[src/rtl/spi_arbiter.sv]
// -----------------------------------------------------------------------------
// spi_arbiter
//
// Shares a single spi_master among NUM_REQ requesters. A requester holds req
// high for the whole burst; the arbiter grants bursts round-robin and frames
// each one with the owner's chip select. The owner's SPI mode and clock divider
// are latched at grant time and stay frozen for the burst. Each byte is handed
// to the master with a start pulse, and the received byte is routed back to the
// owner. A watchdog aborts a transfer whose rx_valid never arrives.
//
// Parameters
//   NUM_REQ   number of requesters (2..8)
//   CS_SETUP  cycles cs_n is low before the first start of a burst (>=1)
//   CS_HOLD   cycles cs_n stays low after the last rx_valid (>=1)
//   TIMEOUT   cycles allowed from m_start to m_rx_valid before abort
//
// Ports
//   clk, reset          clock, asynchronous active-high reset
//   req/req_data/...    per-requester byte request, tx byte, last flag, mode
//                       (cpol/cpha) and divider code
//   req_ack             1-cycle pulse: byte accepted, present the next one
//   rsp_valid/rsp_data  1-cycle pulse per owner with the shared rx byte
//   err                 1-cycle pulse: owner's burst aborted by the watchdog
//   cs_n                active-low chip selects, at most one low at a time
//   m_*                 start/config/tx out to spi_master, rx/busy back in
//
// All outputs are registered.
// -----------------------------------------------------------------------------
module spi_arbiter #(
  parameter int NUM_REQ  = 4,
  parameter int CS_SETUP = 2,
  parameter int CS_HOLD  = 2,
  parameter int TIMEOUT  = 1024
) (
  input  logic                   clk,
  input  logic                   reset,
  input  logic [NUM_REQ-1:0]     req,
  input  logic [8*NUM_REQ-1:0]   req_data,
  input  logic [NUM_REQ-1:0]     req_last,
  input  logic [NUM_REQ-1:0]     req_cpol,
  input  logic [NUM_REQ-1:0]     req_cpha,
  input  logic [2*NUM_REQ-1:0]   req_clk_div,
  output logic [NUM_REQ-1:0]     req_ack,
  output logic [NUM_REQ-1:0]     rsp_valid,
  output logic [7:0]             rsp_data,
  output logic [NUM_REQ-1:0]     err,
  output logic [NUM_REQ-1:0]     cs_n,
  output logic                   m_start,
  output logic                   m_cpol,
  output logic                   m_cpha,
  output logic [1:0]             m_clk_div,
  output logic [7:0]             m_tx_data,
  input  logic [7:0]             m_rx_data,
  input  logic                   m_rx_valid,
  input  logic                   m_busy
);

  localparam int IDX_W   = (NUM_REQ > 1) ? $clog2(NUM_REQ) : 1;
  localparam int CNT_MAX = (CS_SETUP > CS_HOLD) ? CS_SETUP : CS_HOLD;
  localparam int CNT_W   = $clog2(CNT_MAX + 1);
  localparam int WD_W    = $clog2(TIMEOUT + 1);

  typedef enum logic [2:0] {
    S_IDLE,
    S_SETUP,
    S_ISSUE,
    S_WAIT,
    S_HOLD,
    S_GAP
  } state_t;

  state_t             state_q, state_d;
  logic [IDX_W-1:0]   owner_q, owner_d;
  logic [IDX_W-1:0]   ptr_q, ptr_d;
  logic [CNT_W-1:0]   cnt_q, cnt_d;
  logic [WD_W-1:0]    wdog_q, wdog_d;
  logic               last_q, last_d;
  logic [NUM_REQ-1:0] cs_n_q, cs_n_d;
  logic [NUM_REQ-1:0] req_ack_q, req_ack_d;
  logic [NUM_REQ-1:0] rsp_valid_q, rsp_valid_d;
  logic [7:0]         rsp_data_q, rsp_data_d;
  logic [NUM_REQ-1:0] err_q, err_d;
  logic               m_start_q, m_start_d;
  logic               m_cpol_q, m_cpol_d;
  logic               m_cpha_q, m_cpha_d;
  logic [1:0]         m_clk_div_q, m_clk_div_d;
  logic [7:0]         m_tx_data_q, m_tx_data_d;

  logic               gnt_found;
  logic [IDX_W-1:0]   gnt_idx;
  logic [NUM_REQ-1:0] owner_oh;

  assign owner_oh = NUM_REQ'(1) << owner_q;

  // Round-robin search: first requester with req high starting just after
  // the last owner, wrapping around. The last owner itself is checked last.
  always_comb begin : arb_search
    logic [IDX_W:0] cand;
    cand      = '0;
    gnt_found = 1'b0;
    gnt_idx   = '0;
    for (int i = 1; i <= NUM_REQ; i++) begin
      cand = {1'b0, ptr_q} + (IDX_W + 1)'(i);
      if (cand >= (IDX_W + 1)'(NUM_REQ)) begin
        cand = cand - (IDX_W + 1)'(NUM_REQ);
      end
      if (!gnt_found && req[cand[IDX_W-1:0]]) begin
        gnt_found = 1'b1;
        gnt_idx   = cand[IDX_W-1:0];
      end
    end
  end

  always_comb begin
    state_d     = state_q;
    owner_d     = owner_q;
    ptr_d       = ptr_q;
    cnt_d       = cnt_q;
    wdog_d      = wdog_q;
    last_d      = last_q;
    cs_n_d      = cs_n_q;
    req_ack_d   = '0;
    rsp_valid_d = '0;
    rsp_data_d  = rsp_data_q;
    err_d       = '0;
    m_start_d   = 1'b0;
    m_cpol_d    = m_cpol_q;
    m_cpha_d    = m_cpha_q;
    m_clk_div_d = m_clk_div_q;
    m_tx_data_d = m_tx_data_q;

    unique case (state_q)
      S_IDLE: begin
        if (gnt_found) begin
          owner_d     = gnt_idx;
          // Mode and divider are frozen here for the whole burst, so SCLK
          // idle level settles during SETUP before the first edge.
          m_cpol_d    = req_cpol[gnt_idx];
          m_cpha_d    = req_cpha[gnt_idx];
          m_clk_div_d = req_clk_div[2*gnt_idx +: 2];
          cs_n_d      = ~(NUM_REQ'(1) << gnt_idx);
          cnt_d       = '0;
          state_d     = S_SETUP;
        end
      end

      S_SETUP: begin
        if (cnt_q == CNT_W'(CS_SETUP - 1)) begin
          cnt_d   = '0;
          state_d = S_ISSUE;
        end else begin
          cnt_d = cnt_q + 1'b1;
        end
      end

      S_ISSUE: begin
        if (!req[owner_q]) begin
          // Owner withdrew mid-burst: close the frame without another byte.
          cnt_d   = '0;
          state_d = S_HOLD;
        end else if (!m_busy) begin
          m_start_d   = 1'b1;
          req_ack_d   = owner_oh;
          m_tx_data_d = req_data[8*owner_q +: 8];
          last_d      = req_last[owner_q];
          wdog_d      = '0;
          state_d     = S_WAIT;
        end
      end

      S_WAIT: begin
        if (m_rx_valid) begin
          rsp_data_d  = m_rx_data;
          rsp_valid_d = owner_oh;
          cnt_d       = '0;
          state_d     = last_q ? S_HOLD : S_ISSUE;
        end else if (wdog_q == WD_W'(TIMEOUT - 1)) begin
          // wdog_q counts cycles since m_start became visible, so err lands
          // exactly TIMEOUT cycles after the start pulse.
          err_d   = owner_oh;
          cnt_d   = '0;
          state_d = S_HOLD;
        end else begin
          wdog_d = wdog_q + 1'b1;
        end
      end

      S_HOLD: begin
        if (cnt_q == CNT_W'(CS_HOLD - 1)) begin
          cs_n_d  = '1;
          ptr_d   = owner_q;
          cnt_d   = '0;
          state_d = S_GAP;
        end else begin
          cnt_d = cnt_q + 1'b1;
        end
      end

      S_GAP: begin
        // One cycle with every cs_n high before the next grant.
        state_d = S_IDLE;
      end

      default: begin
        cs_n_d  = '1;
        state_d = S_IDLE;
      end
    endcase
  end

  always_ff @(posedge clk or posedge reset) begin
    if (reset) begin
      state_q     <= S_IDLE;
      owner_q     <= '0;
      ptr_q       <= IDX_W'(NUM_REQ - 1);
      cnt_q       <= '0;
      wdog_q      <= '0;
      last_q      <= 1'b0;
      cs_n_q      <= '1;
      req_ack_q   <= '0;
      rsp_valid_q <= '0;
      rsp_data_q  <= '0;
      err_q       <= '0;
      m_start_q   <= 1'b0;
      m_cpol_q    <= 1'b0;
      m_cpha_q    <= 1'b0;
      m_clk_div_q <= 2'b01;
      m_tx_data_q <= '0;
    end else begin
      state_q     <= state_d;
      owner_q     <= owner_d;
      ptr_q       <= ptr_d;
      cnt_q       <= cnt_d;
      wdog_q      <= wdog_d;
      last_q      <= last_d;
      cs_n_q      <= cs_n_d;
      req_ack_q   <= req_ack_d;
      rsp_valid_q <= rsp_valid_d;
      rsp_data_q  <= rsp_data_d;
      err_q       <= err_d;
      m_start_q   <= m_start_d;
      m_cpol_q    <= m_cpol_d;
      m_cpha_q    <= m_cpha_d;
      m_clk_div_q <= m_clk_div_d;
      m_tx_data_q <= m_tx_data_d;
    end
  end

  assign req_ack   = req_ack_q;
  assign rsp_valid = rsp_valid_q;
  assign rsp_data  = rsp_data_q;
  assign err       = err_q;
  assign cs_n      = cs_n_q;
  assign m_start   = m_start_q;
  assign m_cpol    = m_cpol_q;
  assign m_cpha    = m_cpha_q;
  assign m_clk_div = m_clk_div_q;
  assign m_tx_data = m_tx_data_q;

endmodule

[config.mk]
export PLATFORM = sky130hd
export DESIGN_NAME = spi_arbiter
export DESIGN_NICKNAME = d
export VERILOG_FILES = /design/src/rtl/spi_arbiter.sv
export SDC_FILE = /design/constraint.sdc
export NUM_CORES = 1
export LEC_CHECK = 0
export ABC_AREA = 1
export CORE_MARGIN = 4
export CORE_UTILIZATION = 45
export CTS_CLUSTER_DIAMETER = 200
export DETAILED_ROUTE_END_ITERATION = 8
export PLACE_DENSITY = 0.81
export SLEW_MARGIN = 20
export SYNTH_ARGS = -nofsm -noshare
export SYNTH_HDL_FRONTEND = slang
export SYNTH_SLANG_ARGS = --single-unit
[constraint.sdc]
create_clock -name clk -period 5.9 [get_ports clk]
set_clock_uncertainty 0.15 [all_clocks]
set_input_delay 1.18 -clock clk [delete_from_list [all_inputs] [get_ports clk]]
set_output_delay 1.18 -clock clk [all_outputs]
set_load 0.05 [all_outputs]
==> results.json, run 1 <==
{
  "finalCriticalPeriod_ns": 3.656,
  "avgViaCountPerCell": 5.120,
  "outcome": "completed",
  "crit_top_cell": "inv_1",
  "cts_tree": "built",
  "gp_congestion": 0.8684,
  "drtIter0Drc": 249,
  "die_w_um": 93.42,
  "rows": 30,
  "cts_max_path_buffers": 2,
  "wl_per_cell_um": 13.78,
  "port_buffers": 104,
  "grtUsageMet3_pct": 6.275,
  "synth.most_common_cell": "nand2_1",
  "synth.area.top_cells": "dfrtp_1, nand2_1, nand3_1",
  "yosys.area.top_type_share_pct": 38.87,
  "grt_pass1_vias": 3313,
  "nNetsFinal": 613,
  "crit_path_end_kind": "register",
  "cp_top_family": "simple AND/OR/NAND/NOR gates",
  "ant_nets": 0,
  "max_stage_delay_ns": 0.74,
  "crit_path_top_delay_cell": "nor2_1",
  "crit_start": "owner_q[0]",
  "finalPower_mw": 2.494,
  "yosysSeqAreaShare_pct": 44.47,
  "synth_ff_type": "dfrtp_1",
  "root_buffer": "clkbuf_8",
  "hold_viol_final": 0,
  "synthToLayoutAreaGrowth_pct": 39.86,
  "reg2reg_depth": 9,
  "grt_antenna_before_repair": 0,
  "grt_max_degree": 59,
  "p_per_area_nw_per_um2": 543.1,
  "min_path_type": "reg2reg",
  "endpoint": "wdog_q[4]",
  "leakage_nw": 2.149,
  "tns_ns": 0,
  "syn_avg_cell_area_um2": 7.462,
  "r2r_slack_ns": 2.24,
  "grt_setup_unrepaired": "false",
  "hold_buffers": 0,
  "critPathMaxFanout": 23,
  "yosysUniqueCellTypes": 35,
  "worstPathRequired_ns": 5.96,
  "diodes": 0,
  "worst-path-stages": 9,
  "max_freq_ghz": 0.2735,
  "synthCells": 440,
  "clk_latency_ns": 0.33,
  "cts_buffers": 9,
  "cp_cell_sequence": "inv_1 > nor2_1 > a21oi_1 > o21ai_2 > nand3_2 > a21oi_2 > inv_1 > nand2_1 > o21ai_0",
  "finalSetupViolCount": 0,
  "core_area_um2": 6944,
  "drc": 0,
  "post_cts_buffers": 0,
  "crit_arrival_ns": 3.72,
  "clkSinkCount": 58,
  "grt_use_total_pct": 21.36,
  "synth_common_cells": "nand2_1, nand3_1, dfrtp_1",
  "synth_warnings": 0,
  "syn_area_um2": 3283,
  "dr_total_vias": 3297,
  "synth.net_count": 509,
  "met2_usage_pct": 34.90,
  "die_h_um": 93.42,
  "relSlewSlack_pct": 45.59,
  "drive_gt1_share_pct": 11.86,
  "synth_top_area_cell": "dfrtp_1",
  "peakVddDrop_uv": 364.2,
  "worstReg2RegEnd": "wdog_q[4]",
  "post-route-period-util_pct": 61.96,
  "pin_count": 105,
  "htreeDepth": 3,
  "top_usage_layer": "met2",
  "synth_seq_cells": 58,
  "slew_violations": 0,
  "initial_core_util_pct": 47.28,
  "grt.overflow.total": 0,
  "postCtsResizedCells": 0,
  "die_area_um2": 8726,
  "grt_use_met1_pct": 26.31,
  "tightestPinTransition_ns": 0.8132,
  "dp_hpwl_mm": 6.611,
  "grt_pass1_wl_mm": 14.97,
  "async_reset_ff_share_pct": 100.0,
  "crit_buf_inv": 2,
  "startpoint_type": "register",
  "maxCapViolations": 0,
  "drt-total-wl_mm": 8.874,
  "clkTransAtPathRegs_ns": 0.07,
  "synth_edf_count": 0,
  "path_class": "reg2reg",
  "drtPass1Iterations": 4,
  "timing.rr.start": "owner_q[0]"
}
-- registers in the layout, indices dropped and copies added, names as in the netlist, 3 cells and up --
register,count
rsp_valid,4
wdog_q,11
err,4
state_q,3
cs_n,4
rsp_data,8
req_ack,4
m_tx_data,8
-- kinds of logic (layout without fill, tap and decap cells) --
group	Yosys count	count (layout)	synth area share (%)
AND/OR/NAND/NOR	296	296	41.77
adder cells (fa/ha/maj)	1	1	0.3810
AO/OA/AOI/OAI	26	26	4.535
buffers and inverters	53	161	7.241
flip-flops	58	58	44.47
XOR/XNOR	6	6	1.601
-- worst min-delay path by stage --
stage | from | to | slack, ns | depth (start not counted)
floorplan | cnt_q[0] | cnt_q[0] | 0.29 | 2
global placement | rsp_data[7] | rsp_data[7] | 0.30 | 2
detailed placement | rsp_data[6] | rsp_data[6] | 0.31 | 2
CTS | rsp_data[6] | rsp_data[6] | 0.32 | 2
global route | m_clk_div[0] | m_clk_div[0] | 0.35 | 2
finish | rsp_data[6] | rsp_data[6] | 0.32 | 2
-- layer usage --
metal | vias up | share of wire [%]
li1 | 1626 | -
met3 | 26 | 7.9
met2 | 140 | 48
met1 | 1505 | 42
met5 | - | 0
met4 | 0 | 2.8
-- report_power, final --
group / switching [mW] / total, mW / internal, mW
Combinational: 0.974 / 1.43 / 0.457
Clock: 0.159 / 0.405 / 0.246
Sequential: 0.122 / 0.658 / 0.536
-- cells in the final DEF (no fill, tap or decap), drive strengths merged --
cell type      synthesis  routed
bufinv                 0       2
nor3                   8       8
clkbuf                 8      10
clkinv                 1       4
ha                     1       1
o211ai                 1       1
a21oi                  2       2
nand2                184     184
buf                    4       1
nor2                  30      30
o2111ai                1       1
inv                   40      40
o311ai                 1       1
clkdlybuf4s50          0     104
nor4                   3       3
o21ai                 20      20
xor2                   5       5
o22ai                  1       1
xnor2                  1       1
nand3                 57      57
dfrtp                 51      51
dfstp                  7       7
nand3b                 1       1
nand4                 13      13
-- cell type report --
cell class	count	area, µm²
clock buffers	10	137.6
clock inverters	5	78.83
fillers	561	2352
inverters	41	161.4
multi-input cells	329	1585
flip-flops and latches	58	1460
well taps	96	120.1
repair buffers	105	1049
-- stage by stage --
step	std cells	worst slack [ns]	hold WS, ns	instance area [µm²]	util, %
detailed placement	629	2.171	0.3084	4375	63.01
floorplan	440	3.154	0.2919	3283	-
CTS	644	2.304	0.3246	4592	66.13
global route	644	1.898	0.3543	4592	66.13
finish	644	2.244	0.3208	4592	66.13
global placement	629	2.278	0.3022	4375	63.01
-- worst min-delay path, delay by kind of cell, from the launching register on --
family	cells	cell delay [ns]
flip-flops	1	0.34
AND/OR/NAND/NOR	2	0.09
No activity file was read; power rests on OpenSTA's default activity.
==> inputs of run 2 (changes only) <==
--- a/config.mk
+++ b/config.mk
@@ -7,10 +7,10 @@
 export LEC_CHECK = 0
 export ABC_AREA = 1
 export CORE_MARGIN = 4
-export CORE_UTILIZATION = 45
+export CORE_UTILIZATION = 42
 export CTS_CLUSTER_DIAMETER = 200
 export DETAILED_ROUTE_END_ITERATION = 8
-export PLACE_DENSITY = 0.81
+export PLACE_DENSITY = 0.8
 export SLEW_MARGIN = 20
 export SYNTH_ARGS = -nofsm -noshare
 export SYNTH_HDL_FRONTEND = slang
==> constraint.sdc (replaced) <==
create_clock -name clk -period 3.21 [get_ports clk]
set_clock_uncertainty 0.15 [all_clocks]
set_input_delay 0.642 -clock clk [delete_from_list [all_inputs] [get_ports clk]]
set_output_delay 0.642 -clock clk [all_outputs]
set_load 0.05 [all_outputs]
==> run 2 against run 1 <==
  * Combinational power rose by 86%
  * Cell count rose by 1.4%
  * Fmax rose by 48%
  * Core utilization fell by 3.4 points
  * Sequential power rose by 81%
  * Setup slack got worse by 1.5 ns
  * Sequential cell count did not move
  * Register-to-register slack got worse by 1.5 ns
  * Highest routed layer unchanged
==> results.json, run 2 (synthesis gave the netlist of run 1 again) <==
{
  "outcome": "completed",
  "tns_ns": 0,
  "die_w_um": 96.42,
  "tightestPinTransition_ns": 0.7278,
  "finalPower_mw": 4.620,
  "hold_viol_final": 0,
  "grt_pass1_wl_mm": 14.41,
  "synthToLayoutAreaGrowth_pct": 41.50,
  "max_freq_ghz": 0.4039,
  "clkTransAtPathRegs_ns": 0.07,
  "grt.overflow.total": 0,
  "nNetsFinal": 618,
  "reg2reg_depth": 11,
  "crit_path_top_delay_cell": "dfrtp_1",
  "initial_core_util_pct": 44.32,
  "wl_per_cell_um": 13.36,
  "cts_max_path_buffers": 2,
  "cp_cell_sequence": "inv_1 > buf_4 > nand2_1 > o22ai_1 > a21oi_1 > o21ai_2 > nand3_2 > buf_4 > clkinv_1 > nand2_1 > nand2_1",
  "drc": 0,
  "critPathMaxFanout": 23,
  "port_buffers": 104,
  "p_per_area_nw_per_um2": 994.5,
  "pwr-share-comb_pct": 57.6,
  "root_buffer": "clkbuf_8",
  "hold_buffers": 0,
  "grt_antenna_before_repair": 0,
  "drt-total-wl_mm": 8.722,
  "p_int_mw": 2.335,
  "grt_pass1_vias": 3192,
  "postCtsResizedCells": 0,
  "slew_violations": 0,
  "drtPass1Iterations": 5,
  "crit_path_end_kind": "register",
  "cts_buffers": 9,
  "power.share.clock_pct": 16.7,
  "cts_tree": "built",
  "diodes": 0,
  "setup_ws_ns": 0.7344,
  "clk_latency_ns": 0.33,
  "ant_nets": 0,
  "finalSetupViolCount": 0,
  "final_cell_mix": "nand2_1, clkdlybuf4s50_1, nand3_1",
  "grt_setup_unrepaired": "false",
  "fillers": 610,
  "leakage_nw": 2.178,
  "dp_hpwl_mm": 6.602,
  "regMostFlops": "wdog_q",
  "drtIter0Drc": 157,
  "avgViaCountPerCell": 5.011,
  "min_path_type": "reg2reg",
  "dpl_worst_slack_ns": 0.5957,
  "gp_congestion": 0.8680,
  "path_class": "reg2reg",
  "final_common_cell": "nand2_1",
  "crit_arrival_ns": 2.53,
  "relSlewSlack_pct": 51.48,
  "worstPathRequired_ns": 3.27,
  "grt_max_degree": 59,
  "rows": 31,
  "post_cts_buffers": 0,
  "die_h_um": 96.42,
  "clkSinkCount": 58,
  "maxCapViolations": 0,
  "p_seq_share_pct": 25.7,
  "largest_reg_flops": 11,
  "drive_gt1_share_pct": 12.64,
  "placedCellCount": 637,
  "post-route-period-util_pct": 77.12,
  "holdPathStages": 2,
  "grt_use_total_pct": 20.05,
  "core_area_um2": 7408,
  "fin_cells": 653,
  "startpoint_type": "register",
  "die_area_um2": 9296,
  "switching_share_pct": 49.46,
  "p_sw_mw": 2.285,
  "pin_count": 105,
  "finalCriticalPeriod_ns": 2.476,
  "htreeDepth": 3,
  "dr_total_vias": 3272,
  "crit_top_cell": "nand2_1",
  "max_stage_delay_ns": 0.59,
  "peakVddDrop_uv": 660.3
}
==> run 2: changes by cell type in the layout (fill, tap and decap cells not counted) <==
cell / previous run / this run
buf_4: 1 / 6
clkinv_2: 2 / 1
clkbuf_1: 0 / 1
clkbuf_8: 10 / 11
==> run 2: layout make-up <==
type                       instances  area [µm²]  area share [%]
timing repair buffer             110        1086           23.38
clock buffer                      12       155.1           3.340
sequential                        58        1460           31.43
clock inverter                     4       73.82           1.589
tap                               99       123.9           2.666
inverter                          41       161.4           3.474
multi-input combinational        329        1585           34.12
==> run 2: critical path, delay by kind of cell, from the launching register on <==
family / cells / cell delay [ns]
compound gates: 3 / 0.35
flops: 1 / 0.59
simple gates: 4 / 0.48
buf+inv: 4 / 0.78
==> run 2: layer usage <==
metal,wire [µm],track usage [%],share of wire (%),up-vias
li1,-,-,-,1631
met1,3623,24.33,42,1505
met2,4302,33.24,49,122
met3,665,7.436,7.6,14
met4,130,6.075,1.5,0
met5,0,0,0,-
==> run 2: power groups by stage <==
stage          registers [mW]  clock network, mW  logic [mW]
6_report                 1.19              0.773        2.66
5_1_grt                  1.21              0.821        2.95
4_1_cts                  1.19              0.783        2.67
3_5_place_dp             1.19                  0        2.66
3_3_place_gp             1.19                  0        2.60
2_1_floorplan            1.60                  0        1.60
==> run 2: final timing paths <==
kind                                endpoint  slack [ns]        start
worst max-delay path            m_tx_data[4]        0.73   owner_q[0]
worst min-delay path             rsp_data[5]        0.32  rsp_data[5]
worst max register to register  m_tx_data[4]        0.73   owner_q[0]
worst min register to register   rsp_data[5]        0.32  rsp_data[5]
max in group asynchronous          wdog_q[2]        1.74        reset
min in group asynchronous       m_tx_data[6]        0.68        reset
==> run 2: stage by stage <==
stage	hold slack [ns]	util, %	cell area (µm²)
finish	0.3205	62.71	4646
global route	0.3344	62.71	4646
CTS	0.3271	62.71	4646
detailed placement	0.3090	59.62	4417
global placement	0.3046	59.62	4417
floorplan	0.2919	-	3283
==> inputs of run 3 (changes only) <==
--- a/config.mk
+++ b/config.mk
@@ -7,10 +7,10 @@
 export LEC_CHECK = 0
 export ABC_AREA = 1
 export CORE_MARGIN = 4
-export CORE_UTILIZATION = 42
+export CORE_UTILIZATION = 45
 export CTS_CLUSTER_DIAMETER = 200
 export DETAILED_ROUTE_END_ITERATION = 8
-export PLACE_DENSITY = 0.8
+export PLACE_DENSITY = 0.81
 export SLEW_MARGIN = 20
 export SYNTH_ARGS = -nofsm -noshare
 export SYNTH_HDL_FRONTEND = slang
==> constraint.sdc (replaced) <==
create_clock -name clk -period 2.3 [get_ports clk]
set_clock_uncertainty 0.15 [all_clocks]
set_input_delay 0.46 -clock clk [delete_from_list [all_inputs] [get_ports clk]]
set_output_delay 0.46 -clock clk [all_outputs]
set_load 0.05 [all_outputs]
==> run 3 against run 2 <==
  * Die area down 6.1%
  * Critical endpoint is now m_cpol
  * Core utilization grew 5.6 points
  * Via count up 0.18%
  * First-iteration DRC count increased by 18%
  * Highest routed layer unchanged
==> results.json, run 3 (synthesis gave the netlist of run 1 again) <==
{
  "drive_gt1_share_pct": 16.46,
  "drtIter0Drc": 185,
  "drt-total-wl_mm": 8.777,
  "die_h_um": 93.42,
  "cts_tree": "built",
  "place_area_um2": 4546,
  "port_buffers": 104,
  "crit_path_top_delay_cell": "dfstp_2",
  "die_w_um": 93.42,
  "crit_path_end_kind": "register",
  "cp_cell_sequence": "inv_8 > nand2_2 > nand2_2 > nand2_1 > nand2_2 > nor3_2 > nand3_1 > nand2_4 > inv_1 > nand2_1 > nand2_1 > nand2_1 > nand2_1",
  "clk_latency_ns": 0.34,
  "relSlewSlack_pct": 64.35,
  "crit_start": "ptr_q[0]",
  "min_path_type": "reg2reg",
  "die_area_um2": 8726,
  "hold_end": "rsp_data[7]",
  "largest_reg_flops": 11,
  "post-route-period-util_pct": 95.16,
  "fillers": 544,
  "ant_nets": 0,
  "seqCellArea_um2": 1461,
  "grt_antenna_before_repair": 0,
  "drc": 0,
  "crit_buf_inv": 2,
  "grt_pass1_wl_mm": 14.43,
  "regMostFlops": "wdog_q",
  "final_common_cell": "nand2_1",
  "root_buffer": "clkbuf_8",
  "htreeDepth": 3,
  "nNetsFinal": 636,
  "clkTransAtPathRegs_ns": 0.07,
  "initial_core_util_pct": 47.28,
  "peakVddDrop_uv": 1040,
  "grt_pass1_vias": 3257,
  "wl_per_cell_um": 13.16,
  "cts_max_path_buffers": 2,
  "diodes": 0,
  "crit_top_cell": "nand2_1",
  "startpoint_type": "register",
  "cp_top_family": "simple AND/OR/NAND/NOR gates",
  "leakage_nw": 2.252,
  "slew_violations": 0,
  "multiInputGateArea_um2": 1593,
  "path_class": "reg2reg",
  "hold_viol_final": 0,
  "finalSetupViolCount": 0,
  "max_freq_ghz": 0.4569,
  "crit_arrival_ns": 2.27,
  "min_from": "rsp_data[7]",
  "critPathMaxFanout": 8,
  "reg2reg_depth": 13,
  "outcome": "completed",
  "grt_use_total_pct": 20.60,
  "holdPathStages": 2,
  "r2r_slack_ns": 0.11,
  "dp_hpwl_mm": 6.700,
  "hold_buffers": 0,
  "worstReg2RegEnd": "m_cpol",
  "rows": 30,
  "grt_max_degree": 59,
  "maxCapViolations": 0,
  "design_area_um2": 4743,
  "gp_congestion": 0.8954,
  "finalCriticalPeriod_ns": 2.189,
  "drtPass1Iterations": 5,
  "clkSinkCount": 58,
  "avgViaCountPerCell": 4.915,
  "timing.rr.start": "ptr_q[0]",
  "finalPower_mw": 6.394,
  "tightestPinTransition_ns": 0.5331,
  "worstPathRequired_ns": 2.38,
  "cts_buffers": 9,
  "dr_total_vias": 3278,
  "pin_count": 105,
  "grt.overflow.total": 0,
  "max_stage_delay_ns": 0.63,
  "p_per_area_nw_per_um2": 1348,
  "final_cell_mix": "nand2_1, clkdlybuf4s50_1, nand3_1",
  "synthToLayoutAreaGrowth_pct": 44.47,
  "core_area_um2": 6944
}
[run 3: cell types whose count changed in the layout (fill, tap and decap cells not counted), moves of 2 or more]
cell	delta
bufinv_16	-2
clkdlybuf4s50_1	-5
clkinvlp_4	+2
dlymetal6s2s_1	+3
clkinv_2	+3
buf_4	+18
buf_12	+2
clkbuf_8	-2
[run 3: worst max path at each step]
stage / to / slack, ns / cells past startpoint
floorplan: cnt_q[0] / 0.27 / 1
global placement: m_cpha / -0.01 / 15
global route: m_cpha / -0.002 / 13
detailed placement: m_cpol / -0.12 / 13
finish: m_cpol / 0.11 / 13
CTS: cs_n[0] / 0.004 / 1
[run 3: final cells by class]
type / instances / share of cell area [%]
clock buffer: 9 / 2.611
clock inverter: 6 / 0.7386
inverter: 41 / 3.403
multi-input combinational: 329 / 33.58
sequential: 58 / 30.81
tap: 96 / 2.532
timing repair buffer: 128 / 26.33
[run 3: what timing repair did]
| item | CTS | global route |
|---|---|---|
| setup endpoints to repair | 0 | 27 |
| gates resized for setup | 0 | 7 |
| buffers inserted | 0 | 3 |
[run 3: worst register-to-register path, delay by kind of cell (launching register included)]
family | cells | cell delay [ns]
buffers and inverters | 2 | 0.17
and+or+nand+nor | 11 | 1.14
DFF | 1 | 0.63
[run 3: where the power goes]
part | leakage [nW] | switching [mW] | internal (mW)
Clock | 0.0806 | 0.408 | 0.376
Sequential | 0.748 | 0.271 | 1.38
Combinational | 1.42 | 2.53 | 1.43
Total | 2.25 | 3.21 | 3.19
[run 3: per-stage QoR]
stage	instances	setup WS (ns)	hold slack, ns	setup TNS, ns	utilization, %
2_1_floorplan	440	0.2736	0.2919	0	-
3_3_place_gp	649	-0.01339	0.3037	-0.01594	65.46
3_5_place_dp	649	-0.1196	0.3087	-0.5005	65.46
4_1_cts	664	0.003534	0.3221	0	67.75
5_1_grt	667	-0.002129	0.3407	-0.002129	68.31
6_report	667	0.1113	0.3218	0	68.31
[run 3: metal layers]
| layer | wire [µm] | track usage (%) | up-vias |
|---|---|---|---|
| met1 | 3800 | 25.19 | 1496 |
| li1 | - | - | 1665 |
| met5 | 0 | 0 | - |
| met2 | 4271 | 34.54 | 107 |
| met4 | 93 | 6.349 | 0 |
| met3 | 612 | 6.516 | 10 |
